==> src/rtl/osc_pkg.sv <==
// Shared capture-controller types: FSM state encoding and trigger edge selection.
// Latency: n/a (types and constants only).
// Backpressure: n/a.
package osc_pkg;

    typedef enum logic [1:0] {
        ST_IDLE    = 2'd0,
        ST_ARMED   = 2'd1,
        ST_CAPTURE = 2'd2,
        ST_DONE    = 2'd3
    } cap_state_t;

    localparam logic EDGE_RISE = 1'b0;
    localparam logic EDGE_FALL = 1'b1;

endpackage : osc_pkg

==> src/rtl/trigger_detect.sv <==
// Level-crossing trigger: previous-sample register plus threshold comparator.
// Latency: trig_o is combinational on the current sample against the registered previous one.
// Backpressure: none; only valid samples seen while enabled update the history.
module trigger_detect
    import osc_pkg::*;
#(
    parameter int DATA_SIZE = 4
) (
    input  logic                 clk_i,
    input  logic                 rst_i,
    input  logic                 clear_i,
    input  logic                 enable_i,
    input  logic                 sample_valid_i,
    input  logic [DATA_SIZE-1:0] sample_i,
    input  logic                 trig_edge_i,
    input  logic [DATA_SIZE-1:0] trig_level_i,
    output logic                 trig_o
);

    logic [DATA_SIZE-1:0] prev;
    logic                 prev_vld;
    logic                 above_now;
    logic                 above_prev;

    // Track the last valid sample seen while armed; a new arm forgets history.
    always_ff @(posedge clk_i or negedge rst_i) begin
        if (!rst_i) begin
            prev     <= '0;
            prev_vld <= 1'b0;
        end else if (clear_i) begin
            prev_vld <= 1'b0;
        end else if (enable_i && sample_valid_i) begin
            prev     <= sample_i;
            prev_vld <= 1'b1;
        end
    end

    // Crossing needs both the current and the previous sample to be valid.
    always_comb begin
        above_now  = (sample_i >= trig_level_i);
        above_prev = (prev >= trig_level_i);
        trig_o     = 1'b0;
        if (enable_i && sample_valid_i && prev_vld) begin
            if (trig_edge_i == EDGE_RISE) trig_o = !above_prev && above_now;
            else                          trig_o = above_prev && !above_now;
        end
    end

endmodule : trigger_detect

==> src/rtl/capture_ctrl.sv <==
// Oscilloscope-style capture: arm, wait for level crossing or timeout, write CAPTURE_LEN samples.
// Latency: an accepted sample appears on w_inc_o/w_data_o one cycle later.
// Backpressure: a sample offered while fifo_full_i is high is dropped and flagged in overrun_o.
module capture_ctrl
    import osc_pkg::*;
#(
    parameter int DATA_SIZE    = 4,
    parameter int CAPTURE_LEN  = 8,
    parameter int AUTO_TIMEOUT = 1000
) (
    input  logic                 clk_i,
    input  logic                 rst_i,
    input  logic [DATA_SIZE-1:0] sample_i,
    input  logic                 sample_valid_i,
    input  logic                 arm_i,
    input  logic                 abort_i,
    input  logic                 auto_en_i,
    input  logic                 trig_edge_i,
    input  logic [DATA_SIZE-1:0] trig_level_i,
    input  logic                 fifo_full_i,
    output logic                 w_inc_o,
    output logic [DATA_SIZE-1:0] w_data_o,
    output logic                 busy_o,
    output logic                 done_o,
    output logic                 overrun_o,
    output logic                 auto_trig_o
);

    localparam int SCNT_W = $clog2(CAPTURE_LEN + 1);
    localparam int TCNT_W = $clog2(AUTO_TIMEOUT + 1);
    localparam logic [SCNT_W-1:0] SCNT_LAST = SCNT_W'(CAPTURE_LEN);
    localparam logic [TCNT_W-1:0] TCNT_LAST = TCNT_W'(AUTO_TIMEOUT - 1);

    cap_state_t        state;
    cap_state_t        state_nxt;
    logic [SCNT_W-1:0] scnt;
    logic [TCNT_W-1:0] tcnt;
    logic              trig;
    logic              arm_go;
    logic              timeout_hit;
    logic              capture_sel;
    logic              accept;
    logic              drop;
    logic              cap_full;

    trigger_detect #(
        .DATA_SIZE (DATA_SIZE)
    ) u_trig (
        .clk_i          (clk_i),
        .rst_i          (rst_i),
        .clear_i        (arm_go),
        .enable_i       (state == ST_ARMED),
        .sample_valid_i (sample_valid_i),
        .sample_i       (sample_i),
        .trig_edge_i    (trig_edge_i),
        .trig_level_i   (trig_level_i),
        .trig_o         (trig)
    );

    // Qualify arm/timeout/accept. The trigger sample itself is captured from ARMED;
    // once the count reaches CAPTURE_LEN no further sample is taken while heading to DONE.
    always_comb begin
        cap_full    = (scnt == SCNT_LAST);
        arm_go      = arm_i && !abort_i && ((state == ST_IDLE) || (state == ST_DONE));
        timeout_hit = (state == ST_ARMED) && auto_en_i && !trig && (tcnt == TCNT_LAST);
        capture_sel = ((state == ST_CAPTURE) && !cap_full) || ((state == ST_ARMED) && trig);
        accept      = capture_sel && sample_valid_i && !fifo_full_i;
        drop        = capture_sel && sample_valid_i && fifo_full_i;
    end

    // State register.
    always_ff @(posedge clk_i or negedge rst_i) begin
        if (!rst_i) state <= ST_IDLE;
        else        state <= state_nxt;
    end

    // Next-state logic; abort overrides every other transition.
    always_comb begin
        state_nxt = state;
        case (state)
            ST_IDLE:    if (arm_i) state_nxt = ST_ARMED;
            ST_ARMED:   if (trig || timeout_hit) state_nxt = ST_CAPTURE;
            ST_CAPTURE: if (cap_full) state_nxt = ST_DONE;
            ST_DONE:    if (arm_i) state_nxt = ST_ARMED;
            default:    state_nxt = ST_IDLE;
        endcase
        if (abort_i) state_nxt = ST_IDLE;
    end

    // Status outputs decoded straight from the state.
    always_comb begin
        busy_o = (state == ST_ARMED) || (state == ST_CAPTURE);
        done_o = (state == ST_DONE);
    end

    // Sample and timeout counters, restarted on every arm.
    always_ff @(posedge clk_i or negedge rst_i) begin
        if (!rst_i) begin
            scnt <= '0;
            tcnt <= '0;
        end else if (arm_go) begin
            scnt <= '0;
            tcnt <= '0;
        end else begin
            if (accept) scnt <= scnt + SCNT_W'(1);
            if ((state == ST_ARMED) && auto_en_i && !timeout_hit) tcnt <= tcnt + TCNT_W'(1);
        end
    end

    // Sticky status flags, cleared on arm.
    always_ff @(posedge clk_i or negedge rst_i) begin
        if (!rst_i) begin
            overrun_o   <= 1'b0;
            auto_trig_o <= 1'b0;
        end else if (arm_go) begin
            overrun_o   <= 1'b0;
            auto_trig_o <= 1'b0;
        end else begin
            if (drop)        overrun_o   <= 1'b1;
            if (timeout_hit) auto_trig_o <= 1'b1;
        end
    end

    // Registered FIFO write port; data holds between writes.
    always_ff @(posedge clk_i or negedge rst_i) begin
        if (!rst_i) begin
            w_inc_o  <= 1'b0;
            w_data_o <= '0;
        end else begin
            w_inc_o <= accept;
            if (accept) w_data_o <= sample_i;
        end
    end

endmodule : capture_ctrl

==> config.mk <==
export PLATFORM = sky130hd
export DESIGN_NAME = capture_ctrl
export DESIGN_NICKNAME = d
export VERILOG_FILES = /design/src/rtl/osc_pkg.sv /design/src/rtl/trigger_detect.sv /design/src/rtl/capture_ctrl.sv
export SDC_FILE = /design/constraint.sdc
export NUM_CORES = 1
export LEC_CHECK = 0
export CORE_ASPECT_RATIO = 0.75
export CORE_MARGIN = 2
export CORE_UTILIZATION = 40
export DETAILED_ROUTE_END_ITERATION = 7
export PLACE_DENSITY = 0.74
export SLEW_MARGIN = 40
export SYNTH_ARGS = -nofsm -noshare
export SYNTH_HDL_FRONTEND = slang
export SYNTH_SLANG_ARGS = --single-unit
==> constraint.sdc <==
create_clock -name clk_i -period 1.9 [get_ports clk_i]
set_input_delay 0.19 -clock clk_i [delete_from_list [all_inputs] [get_ports clk_i]]
set_output_delay 0.19 -clock clk_i [all_outputs]
set_load 0.05 [all_outputs]
==> impl_metrics.json <==
{
  "status": "complete, but fails checks",
  "violations": "setup timing",
  "cts-root-buf": "clkbuf_8",
  "rows": 20,
  "cts_buffers": 3,
  "start_util_pct": 40.8,
  "finalSetupViolCount": 9,
  "drive_above_1_share_pct": 29.3,
  "hold_violations": 0,
  "fmax_mhz": 501,
  "path_clk_slew_ns": 0.09,
  "pre_cts_slack_ns": -0.476,
  "cts_max_level": 1,
  "clkPwrFrac_pct": 12.2,
  "cp_top_family": "compound AO/OA/AOI/OAI gates",
  "r2r-start": "u_trig.prev[3]",
  "power_switching_w": 0.00104,
  "wl_um": 3570,
  "comb_power_share_pct": 54.7,
  "yosysSeqAreaShare_pct": 43.2,
  "finalCritPeriodShare_pct": 105,
  "slowest_stage": "dfrtp_1",
  "core-area_um2": 3980,
  "fin_setup_tns_ns": -0.504,
  "final_area_um2": 2230,
  "path_cells": "ha_4 > o211ai_1 > o21a_1 > o22ai_2 > a21bo_2 > nand2_4 > buf_6 > mux2_4",
  "peakVddDrop_v": 0.000870,
  "netlist-cell-type-count": 36,
  "worst_slew_pin_slew_ns": 0.500,
  "grt_overflow": 0,
  "finalCriticalPeriod_ns": 2.00,
  "cts_buffer_depth": 2,
  "p_leak_nw": 1.08,
  "place.gp.congestion": 0.807,
  "drt_first_pass_iters": 4,
  "layout_common_cells": "28 x dfrtp_1, 19 x buf_4, 15 x clkdlybuf4s50_1",
  "final_common_cell": "dfrtp_1",
  "min_path_type": "in2async",
  "r2r_slack_ns": -0.1,
  "r2r_end": "w_data_o[0]",
  "nets": 238,
  "postSynthAreaPerCell_um2": 10.0,
  "synth_nets": 193,
  "ys_ff_latch": 28,
  "first_global_vias": 1340,
  "die_area_um2": 4580,
  "synthArstFlopShare_pct": 100,
  "required_ns": 2.06,
  "syn_inst": 162,
  "syn_area_um2": 1620,
  "cts-hold-fix-buffers": 0,
  "ant_nets": 0,
  "die_h_um": 59.1,
  "powerDensity_nw_per_um2": 1160,
  "crit_type": "reg2reg",
  "cts_tree": "built",
  "worstSetupEndpointType": "flop",
  "drt-vias-per-instance": 5.03,
  "antenna_found_initial": 0,
  "vias": 1309,
  "grt_pass1_wl_um": 6150,
  "path_max_fanout": 3,
  "grt_max_degree": 29,
  "worst_r2r_path_depth": 8,
  "timing.final.ws_setup_ns": -0.0979,
  "max_stage_delay_ns": 0.43,
  "dieWidth_um": 77.5,
  "ys.flop_type": "dfrtp_1",
  "numPortBuffers": 24,
  "wl_per_cell_um": 13.7,
  "io_pins": 25,
  "placed_area_um2": 2050,
  "swShare_pct": 40.2,
  "yosys_warnings": 0,
  "cp.arrival_ns": 2.16,
  "fill_cells": 358,
  "clock-sinks": 28,
  "drt_iter0_markers": 44,
  "p_int_w": 0.00155,
  "maxSlewViolCount": 0,
  "synth_edf_count": 0,
  "maxCapViolCount": 0,
  "start_kind": "flop",
  "cp.buffers_inverters": 1,
  "rsz0062_at_grt": "yes",
  "slew_headroom_pct": 66.5,
  "diodes": 0,
  "drc": 0,
  "grt_usage_pct": 17.3,
  "dp_hpwl_um": 2590,
  "areaGrowthSynthToFinish_pct": 37.5,
  "insertion_delay_ns": 0.27,
  "p_total_w": 0.00258,
  "clock_skew_ns": 0.00610,
  "pwr-share-seq_pct": 33.1
}
synth_stat cells, types with 2 or more instances:
library cell | instances | area (um^2)
o21ai_0 | 5 | 25.0
dfrtp_1 | 28 | 701
a32o_1 | 3 | 30.0
nand2_1 | 11 | 41.3
ha_1 | 15 | 188
o21a_1 | 5 | 37.5
and3_1 | 7 | 43.8
xor2_1 | 3 | 26.3
and3_2 | 2 | 15.0
inv_1 | 12 | 45.0
clkbuf_1 | 2 | 7.51
a21o_1 | 2 | 15.0
nor3_1 | 4 | 20.0
and2_1 | 2 | 12.5
a21oi_1 | 6 | 30.0
mux2_2 | 7 | 78.8
nor3b_1 | 3 | 22.5
o211ai_1 | 6 | 45.0
nand4_1 | 2 | 12.5
xnor2_1 | 3 | 26.3
nand3_1 | 5 | 25.0
nor2_1 | 14 | 52.6
a31oi_1 | 2 | 12.5
cell type report:
class | instances | area [um^2] | area share (%)
Multi-Input combinational cell | 118 | 971 | 43.5
Sequential cell | 28 | 701 | 31.4
Timing Repair Buffer | 43 | 397 | 17.8
Tap cell | 55 | 68.8 | 3.09
Inverter | 13 | 51.3 | 2.30
Clock buffer | 3 | 41.3 | 1.85
logic make-up (layout without fill, tap and decap cells):
family	after synthesis	count (layout)	share of synthesized area, %
AO/OA/AOI/OAI	33	33	14.5
XOR/XNOR	6	6	3.24
AND/OR/NAND/NOR	57	57	18.4
adder cells (fa/ha/maj)	15	15	11.6
flip-flops	28	28	43.2
buffers and inverters	16	59	4.17
multiplexers	7	7	4.86
timing repair:
item,CTS,global route
buffers inserted,2,1
resized for setup,22,14
pin swaps,14,20
setup endpoints to repair,12,18
power groups by stage:
stage	clock (W)	sequential, W	combinational, W
floorplan	0	0.00101	0.000636
global placement	0	0.000845	0.00126
detailed placement	0	0.000851	0.00127
CTS	0.000328	0.000854	0.00135
global route	0.000352	0.000878	0.00153
finish	0.000314	0.000856	0.00141
state kept, by name, indices dropped and copies added, names as in the netlist:
register         cells
w_data_o             4
overrun_o            1
state                2
u_trig.prev_vld      1
scnt                 4
tcnt                10
w_inc_o              1
u_trig.prev          4
auto_trig_o          1
metrics by stage:
stage,hold slack (ns),std cells,utilization (%)
2_1_floorplan,-0.106,162,-
5_1_grt,0.328,260,56.0
4_1_cts,0.290,260,55.1
3_5_place_dp,0.462,255,51.6
3_3_place_gp,0.457,255,51.6
6_report,0.287,260,56.0
layer usage:
layer  routed length (um)  track usage [%]  share of wire (%)
met1                 1770             24.0                 50
met2                 1650             28.0                 46
met3                  116             3.81                3.2
met4                   34             4.08               0.95
met5                    0                0                  0
worst max path at each step:
stage                         from  slack (ns)           to  cells past startpoint
CTS                 u_trig.prev[3]        -0.1  w_data_o[3]                      8
detailed placement     sample_i[0]       -0.48  w_data_o[3]                     10
finish              u_trig.prev[3]        -0.1  w_data_o[0]                      8
global route        u_trig.prev[3]       -0.19  w_data_o[0]                      8
floorplan           u_trig.prev[3]       -0.02  w_data_o[1]                      8
global placement       sample_i[0]       -0.41  w_data_o[3]                     10
No activity file was read; power rests on OpenSTA's default activity.
